--- src/rtl/uart_frame_sequencer.sv ---
// Collects FRAME_BYTES UART bytes into a frame and hands it downstream. The result frame
// that comes back is sent to the UART transmitter one byte at a time, byte [7:0] first.
module uart_frame_sequencer #(
   parameter int FRAME_BYTES    = 4,
   parameter int TIMEOUT_CYCLES = 1000000
) (
   input  logic                     clk,
   input  logic                     reset,
   input  logic                     rx_data_ready,
   input  logic [7:0]               rx_data,
   input  logic                     tx_busy,
   output logic                     tx_start,
   output logic [7:0]               tx_data,
   output logic                     frame_valid,
   output logic [8*FRAME_BYTES-1:0] frame_data,
   input  logic                     frame_ready,
   input  logic                     result_valid,
   input  logic [8*FRAME_BYTES-1:0] result_data,
   output logic                     result_ready,
   input  logic                     flush,
   output logic                     timeout,
   output logic                     overrun,
   output logic [2:0]               dbg_state
);
   localparam int FRAME_W = 8*FRAME_BYTES;
   localparam int GAP_W   = $clog2(TIMEOUT_CYCLES);
   localparam logic [GAP_W-1:0] GAP_LAST = GAP_W'(TIMEOUT_CYCLES-2);
   localparam logic [3:0] LAST_IDX = 4'(FRAME_BYTES-1);

   typedef enum logic [2:0] {
      IDLE     = 3'd0,
      COLLECT  = 3'd1,
      PRESENT  = 3'd2,
      WAIT_RES = 3'd3,
      SEND     = 3'd4,
      ARM      = 3'd5,
      DRAIN    = 3'd6
   } state_t;

   state_t             state_q, state_d;
   logic [3:0]         cnt_q, cnt_d;
   logic [GAP_W-1:0]   gap_q, gap_d;
   logic [FRAME_W-1:0] frame_q, frame_d;
   logic [FRAME_W-1:0] tx_sh_q, tx_sh_d;
   logic [3:0]         tx_idx_q, tx_idx_d;
   logic               overrun_q, overrun_d;

   // Frame and result ports use valid/ready: a transfer happens in any cycle where both are
   // high. Both valids and readies here are pure state decodes, never waiting on the partner.
   always_comb begin
      state_d      = state_q;
      cnt_d        = cnt_q;
      gap_d        = gap_q;
      frame_d      = frame_q;
      tx_sh_d      = tx_sh_q;
      tx_idx_d     = tx_idx_q;
      overrun_d    = overrun_q;
      tx_start     = 1'b0;
      timeout      = 1'b0;
      frame_valid  = 1'b0;
      result_ready = 1'b0;

      case (state_q)
         IDLE: begin
            if (rx_data_ready) begin
               frame_d[7:0] = rx_data;
               cnt_d        = 4'd1;
               gap_d        = '0;
               state_d      = COLLECT;
            end
         end
         COLLECT: begin
            if (rx_data_ready) begin
               for (int i = 0; i < FRAME_BYTES; i++) begin
                  if (cnt_q == 4'(i)) frame_d[8*i +: 8] = rx_data;
               end
               cnt_d = cnt_q + 4'd1;
               gap_d = '0;
               if (cnt_q == LAST_IDX) begin
                  cnt_d   = 4'd0;
                  state_d = PRESENT;
               end
            end else if (gap_q == GAP_LAST) begin
               // The current idle cycle completes TIMEOUT_CYCLES-1 cycles of silence.
               timeout = 1'b1;
               cnt_d   = 4'd0;
               gap_d   = '0;
               frame_d = '0;
               state_d = IDLE;
            end else begin
               gap_d = gap_q + 1'b1;
            end
         end
         PRESENT: begin
            frame_valid = 1'b1;
            if (frame_ready) state_d = WAIT_RES;
         end
         WAIT_RES: begin
            result_ready = 1'b1;
            if (result_valid) begin
               tx_sh_d  = result_data;
               tx_idx_d = 4'd0;
               state_d  = SEND;
            end
         end
         SEND: begin
            if (!tx_busy) begin
               tx_start = 1'b1;
               state_d  = ARM;
            end
         end
         ARM: begin
            if (tx_busy) state_d = DRAIN;
         end
         DRAIN: begin
            if (!tx_busy) begin
               if (tx_idx_q == LAST_IDX) begin
                  state_d = IDLE;
               end else begin
                  tx_idx_d = tx_idx_q + 4'd1;
                  tx_sh_d  = tx_sh_q >> 8;
                  state_d  = SEND;
               end
            end
         end
         default: state_d = IDLE;
      endcase

      if (rx_data_ready && state_q != IDLE && state_q != COLLECT) overrun_d = 1'b1;

      if (flush) begin
         state_d   = IDLE;
         cnt_d     = 4'd0;
         gap_d     = '0;
         overrun_d = 1'b0;
         tx_start  = 1'b0;
         timeout   = 1'b0;
      end
   end

   always_ff @(posedge clk or posedge reset) begin
      if (reset) begin
         state_q   <= IDLE;
         cnt_q     <= 4'd0;
         gap_q     <= '0;
         frame_q   <= '0;
         tx_sh_q   <= '0;
         tx_idx_q  <= 4'd0;
         overrun_q <= 1'b0;
      end else begin
         state_q   <= state_d;
         cnt_q     <= cnt_d;
         gap_q     <= gap_d;
         frame_q   <= frame_d;
         tx_sh_q   <= tx_sh_d;
         tx_idx_q  <= tx_idx_d;
         overrun_q <= overrun_d;
      end
   end

   assign tx_data    = tx_sh_q[7:0];
   assign frame_data = frame_q;
   assign overrun    = overrun_q;
   assign dbg_state  = state_q;

endmodule

--- config.mk ---
export PLATFORM = sky130hd
export DESIGN_NAME = uart_frame_sequencer
export DESIGN_NICKNAME = d
export VERILOG_FILES = /design/src/rtl/uart_frame_sequencer.sv
export SDC_FILE = /design/constraint.sdc
export NUM_CORES = 1
export LEC_CHECK = 0
export ABC_AREA = 1
export CAP_MARGIN = 5
export CORE_ASPECT_RATIO = 2
export CORE_UTILIZATION = 40
export CTS_BUF_LIST = sky130_fd_sc_hd__clkbuf_8 sky130_fd_sc_hd__clkbuf_16
export CTS_CLUSTER_SIZE = 12
export DETAILED_ROUTE_END_ITERATION = 8
export HOLD_SLACK_MARGIN = 0.12
export PLACE_DENSITY = 0.66
export RECOVER_POWER = 100
export SLEW_MARGIN = 20
export SYNTH_ARGS = -nofsm -noshare
export SYNTH_HDL_FRONTEND = slang
export SYNTH_SLANG_ARGS = --single-unit
--- constraint.sdc ---
create_clock -name clk -period 4.91 [get_ports clk]
set_input_delay 0.982 -clock clk [delete_from_list [all_inputs] [get_ports clk]]
set_output_delay 0.982 -clock clk [all_outputs]
set_load 0.005 [all_outputs]
# [After elaboration in Yosys (flattened, before gate mapping)]
# Cells that the tools add are included.
# Widths: inputs -> output; s select.
[word_totals] wordCells=110 output_inout_bits=48 reg_bits=96 in_bits=47
[classes] n_addsub=3 eq_ne=29 reduce_logical=18 muxes=50
[op_table] cell="$mux 32" count=5
[op_table] cell="$mux 20" count=4
[op_table] cell="$pmux 32 s2" count=1
[op_table] cell="$mux 8" count=5
[op_table] cell="$pmux 20 s2" count=1
[op_table] cell="$mux 3" count=11
[op_table] cell="$mux 4" count=8
[op_table] cell="$ne 3x3->1 const B" count=8
[op_table] cell="$pmux 3 s7" count=1
[op_table] cell="$add 20x1->20 const B" count=1
[op_table] cell="$eq 20x20->1 const B" count=1
[op_table] cell="$pmux 4 s2" count=2
[op_table] cell="$pmux 8 s2" count=1
[op_table] cell="$eq 4x2->1 const B" count=3
[op_table] cell="$reduce_and 3->1" count=4
[op_table] cell="$mux 1" count=11
[op_table] cell="$eq 3x3->1 const B" count=3
[op_table] cell="$add 4x1->4 const B" count=2
[op_table] cell="$ne 2x2->1 const B" count=4
[op_table] cell="$ne 4x4->1 const B" count=2
[op_table] cell="$reduce_and 4->1" count=2
[op_table] cell="$reduce_and 8->1" count=1
[op_table] cell="$reduce_bool 2->1" count=4
[op_table] cell="$eq 3x2->1 const B" count=2
[op_table] cell="9 further kinds" count=13

# [Longest topological paths before layout]
# Gate-level depths: netlist of run 1.
[depth] depth_word=5 depth_mapped=12 ltp_nobuf=10

# [Worst setup path before layout of run 1]
# OpenSTA, ideal clock, no wires.
[synth_path] kind="input to output" startpoint="input port rx_data_ready" endpoint="output port timeout" path_stages=4 slack_ns=2.246 arrival_time_ns=1.682 cell_sequence="nor2_1 > nand4_4 > buf_2 > nor2_1"
[synth_between] elab_chain_cells=3
[synth_lines] item="start, declared" line="9" rtl="input logic rx_data_ready,"
[synth_lines] item="$mux 1" line="73" rtl="if (rx_data_ready) begin"
[synth_lines] item="$mux 1" line="63" rtl="case (state_q)"
[synth_lines] item="$mux 1" line="131" rtl="if (flush) begin"
[synth_lines] item="end, declared" line="21" rtl="output logic timeout,"
# Every way passes these cells.

# [Worst setup path after layout of run 1]
# Ends and elaborated chain as after synthesis.

==> results.md, run 1 <==
- Status: finished, violations left
- Failing checks: max-capacitance violations, max-slew violations
- Final period util: between 80% and 90%
- Max frequency: roughly 240 MHz
- H-tree Lvls: 3
- Clock latency at the later pin of the worst-skew pair: 340 ps
- P&R area growth vs syn: 25.2%
- Setup Skew: slightly above 5 ps
- Startpoint types: input pin
- Post-synthesis cell count: 635
- CP Capture Type: output port
- Syn. warnings: 0
- Diodes inserted: 0
- CTS resizes: 0
- Port bufs: 94
- Clk slew on worst S/H paths: around 60 ps
- ANT nets after route: 0
- Synthesized area: 4950 um^2
- Placed insts: 850
- Register area share after synthesis: between 40% and 50%
- MaxCap Viol Count: 1
- Hold Vio Cnt, Final: 0
- Post-synthesis net count: 689
- Initial DRT Pass Iterations: 4
- RSZ-0062 raised after global routing: false
- DRC: 0
- Worst-case clock buffer depth: 2
- Num rows: 57
- Drt wl/cell: 15.0 um
- Post-synth cell types: 28
- CP Max Fanout: 28
- Final Core Density: 51.1%
- Number of global-route vias before repair: 4537
- CTS tree: yes
- Total wire length: 13000 um
- CTS Buf Count: 9
- Clock sinks: 96
- Post-placement setup slack: 962 ps
- DR vias/cell: 5.13
- Setup TNS: 0 ps
- Syn avg cell area: 7.80 um^2
- Layout cells sized above 1: 2.92%
- Die H: between 150 and 200 um
- Tot Pwr: 0.00283 W
- Core area: about 12000 um^2
- Critical Path RT: 3930 ps
- Peak supply drop: 0.000270 V
- # IOs: 95
- All-Layer GR Usage: about 22%
- Max_slew headroom: -77.9%
- Clock root buffer: clkbuf_16
- Final setup margin: 676 ps
- Starting DRC count in detailed routing: between 200 and 300
- Final #Nets: 768
- Dpl hpwl: 9870 um
- # hold bufs at CTS: 0
- Pwr Density: 456 nW/um^2
- Global route overflow: 0
- Starting Density: between 40 and 50%
- DR vias: approximately 4400
- Hold_sp: tx_sh_q[6]
- Minimum clock period: 4230 ps
- Post-Layout Cell Count: just under 900
- Yosys reg bits: 96
- Min-delay worst type: reg -> reg
- Antenna violations before repair: 0
- Die W: 80.7 um
- Startpoint of the worst-slack reg-to-reg timing path: dbg_state[0]
- Crit path kind: in -> out
- Die area: 12900 um^2
- Worst path arrival time: 3250 ps
- Slew Limit Fails: between 70 and 80
- First-pass GRT wire length: 21800 um
- CP startpoint: rx_data_ready
- Leakage: 3.06 nW
- Worst Max-Slew Pin Slew: 2670 ps
- Final count of negative-setup-slack endpoints: 0
- Post CTS Setup Buffer Count: 0
- GP Congestion: 0.887
- Largest net degree at the start of global routing: 73
## kinds of logic (layout without fill, tap and decap cells)
family	after synthesis	count (layout)	synth area share [%]
XOR/XNOR	12	12	2.12
buffers and inverters	102	185	8.94
flip-flops	96	96	48.5
AO/OA/AOI/OAI	74	74	8.84
adder cells (fa/ha/maj)	7	7	1.77
AND/OR/NAND/NOR	344	344	29.8
## cell usage after synthesis
| library cell | instances | area share [%] |
|---|---|---|
| inv_1 | 68 | 5.2 |
| nor3_1 | 3 | 0.30 |
| o211ai_1 | 25 | 3.8 |
| o21a_1 | 1 | 0.15 |
| nor2_4 | 1 | 0.23 |
| buf_2 | 9 | 0.91 |
| clkbuf_1 | 7 | 0.53 |
| nand3_2 | 4 | 0.81 |
| nor4_1 | 1 | 0.13 |
| nand2_1 | 189 | 14 |
| o21ai_1 | 17 | 1.7 |
| buf_4 | 13 | 2.0 |
| nand2_2 | 6 | 0.76 |
| and2_1 | 1 | 0.13 |
| dfrtp_1 | 96 | 48 |
| or2_2 | 1 | 0.13 |
| o21ai_0 | 29 | 2.9 |
| nor2_1 | 61 | 4.6 |
| nand3_1 | 64 | 6.5 |
| o22ai_1 | 1 | 0.13 |
| inv_2 | 5 | 0.38 |
| xnor2_1 | 3 | 0.53 |
| xor2_1 | 9 | 1.6 |
| nand4_1 | 8 | 1.0 |
| nand4_4 | 1 | 0.43 |
| a31oi_1 | 1 | 0.13 |
| ha_1 | 7 | 1.8 |
| nor2_2 | 4 | 0.51 |
## registers in the layout (all words and copies together) (netlist names)
register,count
cnt_q,4
dbg_state,3
frame_data,32
gap_q,20
overrun,1
tx_idx_q,4
tx_sh_q,32
## metal layers
metal | wire (um) | vias to the layer above | part of all wire, % | track usage [%]
li1 | - | 2181 | - | -
met1 | 4710 | 2089 | 36 | 23.9
met2 | 7080 | 128 | 54 | 39.1
met3 | 433 | 43 | 3.3 | 3.67
met4 | 789 | 0 | 6.1 | 14.0
met5 | 0 | - | 0 | 0
## metrics by stage
| step | instance area (um^2) | hold slack (ps) |
|---|---|---|
| finish | 6200 | 479 |
| global route | 6200 | 488 |
| CTS | 6240 | 489 |
| detailed placement | 5930 | 471 |
| global placement | 5930 | 463 |
| floorplan | 4950 | 451 |
## power breakdown
group,total (W),internal [W],switching (W)
logic,0.000913,0.000396,0.000518
clock network,0.000724,0.000438,0.000286
registers,0.00119,0.00104,0.000145
## cell usage in the layout (no fill, tap or decap), types with 2 or more instances in the layout
| cell | netlist | final |
|---|---|---|
| clkbuf_16 | 0 | 9 |
| nand3_1 | 64 | 67 |
| dfrtp_1 | 96 | 96 |
| nor3_1 | 3 | 3 |
| nand2_1 | 189 | 194 |
| xnor2_1 | 3 | 3 |
| ha_1 | 7 | 7 |
| inv_1 | 68 | 76 |
| nor2_2 | 4 | 2 |
| o21ai_0 | 29 | 44 |
| bufinv_16 | 0 | 2 |
| dlygate4sd3_1 | 0 | 48 |
| o21ai_1 | 17 | 2 |
| nand4_1 | 8 | 8 |
| buf_4 | 13 | 2 |
| clkdlybuf4s50_1 | 0 | 46 |
| xor2_1 | 9 | 9 |
| nor2_1 | 61 | 63 |
| o211ai_1 | 25 | 25 |
## worst max-delay path: stages
cell and delay, ps:
dlygate4sd3_1 530, clkbuf_1 300, nor2_1 320, nand4_4 380, nor2_1 190, clkdlybuf4s50_1 540
## final timing paths
check                                 endpoint  slack [ps]  cells after the start
worst min register to register      tx_sh_q[6]         480                      2
worst max register to register     tx_sh_q[27]        1150                     10
worst max-delay path                   timeout         680                      6
min in group asynchronous       frame_data[11]        2040                      2
max in group asynchronous        frame_data[0]        1370                      2
worst min-delay path                tx_sh_q[6]         480                      2
## area by class of cell
class / instances / area [um^2]
clock buffer: 9 / 225
timing repair buffer: 97 / 960
inverter: 73 / 274
multi-input combinational: 437 / 2080
fill: 1190 / 5920
sequential: 96 / 2400
tap: 147 / 184
clock inverter: 6 / 78.8
Note: power is estimated with default switching activity, not from simulation.
==> run 2: changes to the inputs <==
--- a/config.mk
+++ b/config.mk
@@ -7,14 +7,17 @@
 export LEC_CHECK = 0
 export ABC_AREA = 1
 export CAP_MARGIN = 5
+export CELL_PAD_IN_SITES_DETAIL_PLACEMENT = 2
+export CELL_PAD_IN_SITES_GLOBAL_PLACEMENT = 2
 export CORE_ASPECT_RATIO = 2
-export CORE_UTILIZATION = 40
+export CORE_UTILIZATION = 32
 export CTS_BUF_LIST = sky130_fd_sc_hd__clkbuf_8 sky130_fd_sc_hd__clkbuf_16
 export CTS_CLUSTER_SIZE = 12
 export DETAILED_ROUTE_END_ITERATION = 8
 export HOLD_SLACK_MARGIN = 0.12
-export PLACE_DENSITY = 0.66
+export PLACE_DENSITY = 0.87
 export RECOVER_POWER = 100
+export SKIP_CTS_REPAIR_TIMING = 1
 export SLEW_MARGIN = 20
 export SYNTH_ARGS = -nofsm -noshare
 export SYNTH_HDL_FRONTEND = slang
==> run 2 against run 1 <==
  * Maximum frequency decreased by 1.9%
  * Sequential share of layout area is 0.59 points lower
  * Worst hold slack gained 14 ps
  * Clock skew up 5.7 ps
  * Routed wire length grew 34%
  * Non-clock buffer count increased by 2
  * Global-route usage rose by 0.74 points
  * Clock-buffer cell count unchanged
  * Utilization fell by 9.8 points
  * The flow still finishes with violations (max-capacitance violations, max-slew violations)
==> results.md, run 2 (synthesis gave the netlist of run 1 again) <==
- Clock latency at the later pin of the worst-skew pair: 350 ps (about the same)
- Final #Nets: 770 (+0.26%)
- Drt wl/cell: 19.0 um (+26%)
- Die area: 16000 um^2 (+25%)
- Startpoint types: input pin
- Power share of the combinational group: 33.5% (+1.2 points)
- Antenna violations before repair: 0 (unchanged)
- Setup TNS: 0 ps (unchanged)
- Worst-case clock buffer depth: 2 (unchanged)
- Dpl cell area: 6010 um^2 (+1.3%)
- Multi-input gate area: 2080 um^2 (unchanged)
- Final period util: 87.9% (+1.7 points)
- Initial DRT Pass Iterations: 4 (unchanged)
- Fillers: 1780 (+50%)
- DRC: 0 (unchanged)
- ANT nets after route: 0 (unchanged)
- Layout cells sized above 1: 3.61% (+0.68 points)
- CTS tree: yes
- Post-placement setup slack: 868 ps (-94.0 ps)
- DR vias/cell: 5.06 (-1.5%)
- Min-delay worst type: reg -> reg
- GP Congestion: 0.843 (-5.0%)
- Die W: 90.0 um (+12%)
- Most frequent cells in the layout: nand2_1 (194), dfrtp_1 (96), inv_1 (72)
- All-Layer GR Usage: 23.0% (+0.74 points)
- Minimum clock period: 4320 ps (+82.7 ps)
- CTS Buf Count: 9 (unchanged)
- Core area: 15200 um^2 (+25%)
- Net Sw Frac: 36.4% (+2.9 points)
- RSZ-0062 raised after global routing: false
- First-pass GRT wire length: 28500 um (+31%)
- Final setup margin: 593 ps (-82.7 ps)
- Diodes inserted: 0 (unchanged)
- # IOs: 95 (unchanged)
- Leakage: 3.06 nW (+0.11%)
- Critical Path RT: 3930 ps (about the same)
- Global route overflow: 0 (unchanged)
- DR vias: 4648 (+4.7%)
- Clock share of power: 26.1% (+0.5 points)
- Dpl hpwl: 12800 um (+30%)
- Seq pwr share: 40.3% (-1.7 points)
- CP Capture Type: output port
- Starting DRC count in detailed routing: 138 (-54%)
- Internal: 0.00189 W (+0.84%)
- MaxCap Viol Count: 1 (unchanged)
- Setup Skew: 10.8 ps (+5.70 ps)
- Clock sinks: 96 (unchanged)
- CP Max Fanout: 28 (unchanged)
- Pwr Density: 473 nW/um^2 (+3.8%)
- Port bufs: 94 (unchanged)
- Slew Limit Fails: 77 (+5.5%)
- Largest net degree at the start of global routing: 77 (+5.5%)
- Number of global-route vias before repair: 5403 (+19%)
- Status: finished, violations left
- Final instance area: 6290 um^2 (+1.5%)
- Clk slew on worst S/H paths: 80 ps (+20 ps)
- Clock root buffer: clkbuf_16
- Die H: 178 um (+12%)
- Max_slew headroom: -101% (-23 points)
- Worst Max-Slew Pin Slew: 3010 ps (+345 ps)
- Worst path arrival time: 3330 ps (+80 ps)
- Starting Density: 32.6% (-8.3 points)
- Total wire length: 17500 um (+34%)
- Failing checks: max-capacitance violations, max-slew violations
- P&R area growth vs syn: 27.1%
- H-tree Lvls: 3 (unchanged)
- Hold Vio Cnt, Final: 0 (unchanged)
- Max frequency: 232 MHz (-1.9%)
- Crit path kind: in -> out
- Register area: 2400 um^2 (unchanged)
- Num rows: 64 (+12%)
- Sw Pwr: 0.00108 W (+14%)
- Most common cell after layout, fill and taps aside: nand2_1
- Peak supply drop: 0.000255 V (-5.6%)
- Final count of negative-setup-slack endpoints: 0 (unchanged)
## run 2: per-stage QoR
step	utilization [%]	hold slack (ps)	std cells	power, W
finish	41.4	493	919	0.00298
global route	41.4	516	919	0.00317
CTS	41.7	502	919	0.00311
detailed placement	39.5	471	903	0.00229
global placement	39.5	466	903	0.00220
floorplan	-	451	635	0.00176
## run 2: final cells by class
class                   count  share of cell area, %
clock buffers               9                   3.58
inverters                  73                   4.35
flip-flops and latches     96                   38.2
repair buffers             99                   15.4
clock inverters             7                   1.57
multi-input cells         437                   33.0
well taps                 198                   3.94
## run 2: power groups by stage
stage / clock (W) / combinational, W / sequential (W)
after floorplan: 0 / 0.000595 / 0.00117
after global placement: 0 / 0.000999 / 0.00120
after detailed placement: 0 / 0.00107 / 0.00122
after CTS: 0.000797 / 0.00110 / 0.00121
after global routing: 0.000820 / 0.00112 / 0.00123
final: 0.000778 / 0.000998 / 0.00120
## run 2: final timing paths
path | from | endpoint | slack, ps | depth (start not counted)
setup / recovery | rx_data_ready | timeout | 590 | 6
hold / removal | tx_sh_q[3] | tx_sh_q[3] | 490 | 2
setup reg to reg | dbg_state[0] | tx_sh_q[17] | 840 | 11
hold reg to reg | tx_sh_q[3] | tx_sh_q[3] | 490 | 2
max in group asynchronous | reset | gap_q[15] | 1160 | 2
min in group asynchronous | reset | frame_data[14] | 2040 | 2
## run 2: critical path, stage by stage
cell	delay, ps
dlygate4sd3_1	570
clkbuf_1	310
nor2_1	320
nand4_4	410
nor2_1	220
clkdlybuf4s50_1	520
## run 2: per-layer routing
layer | track usage [%] | up-vias | part of all wire [%]
li1 | - | 2186 | -
met1 | 22.2 | 2345 | 35
met2 | 47.0 | 76 | 60
met3 | 2.57 | 41 | 1.5
met4 | 11.9 | 0 | 4.0
met5 | 0 | - | 0
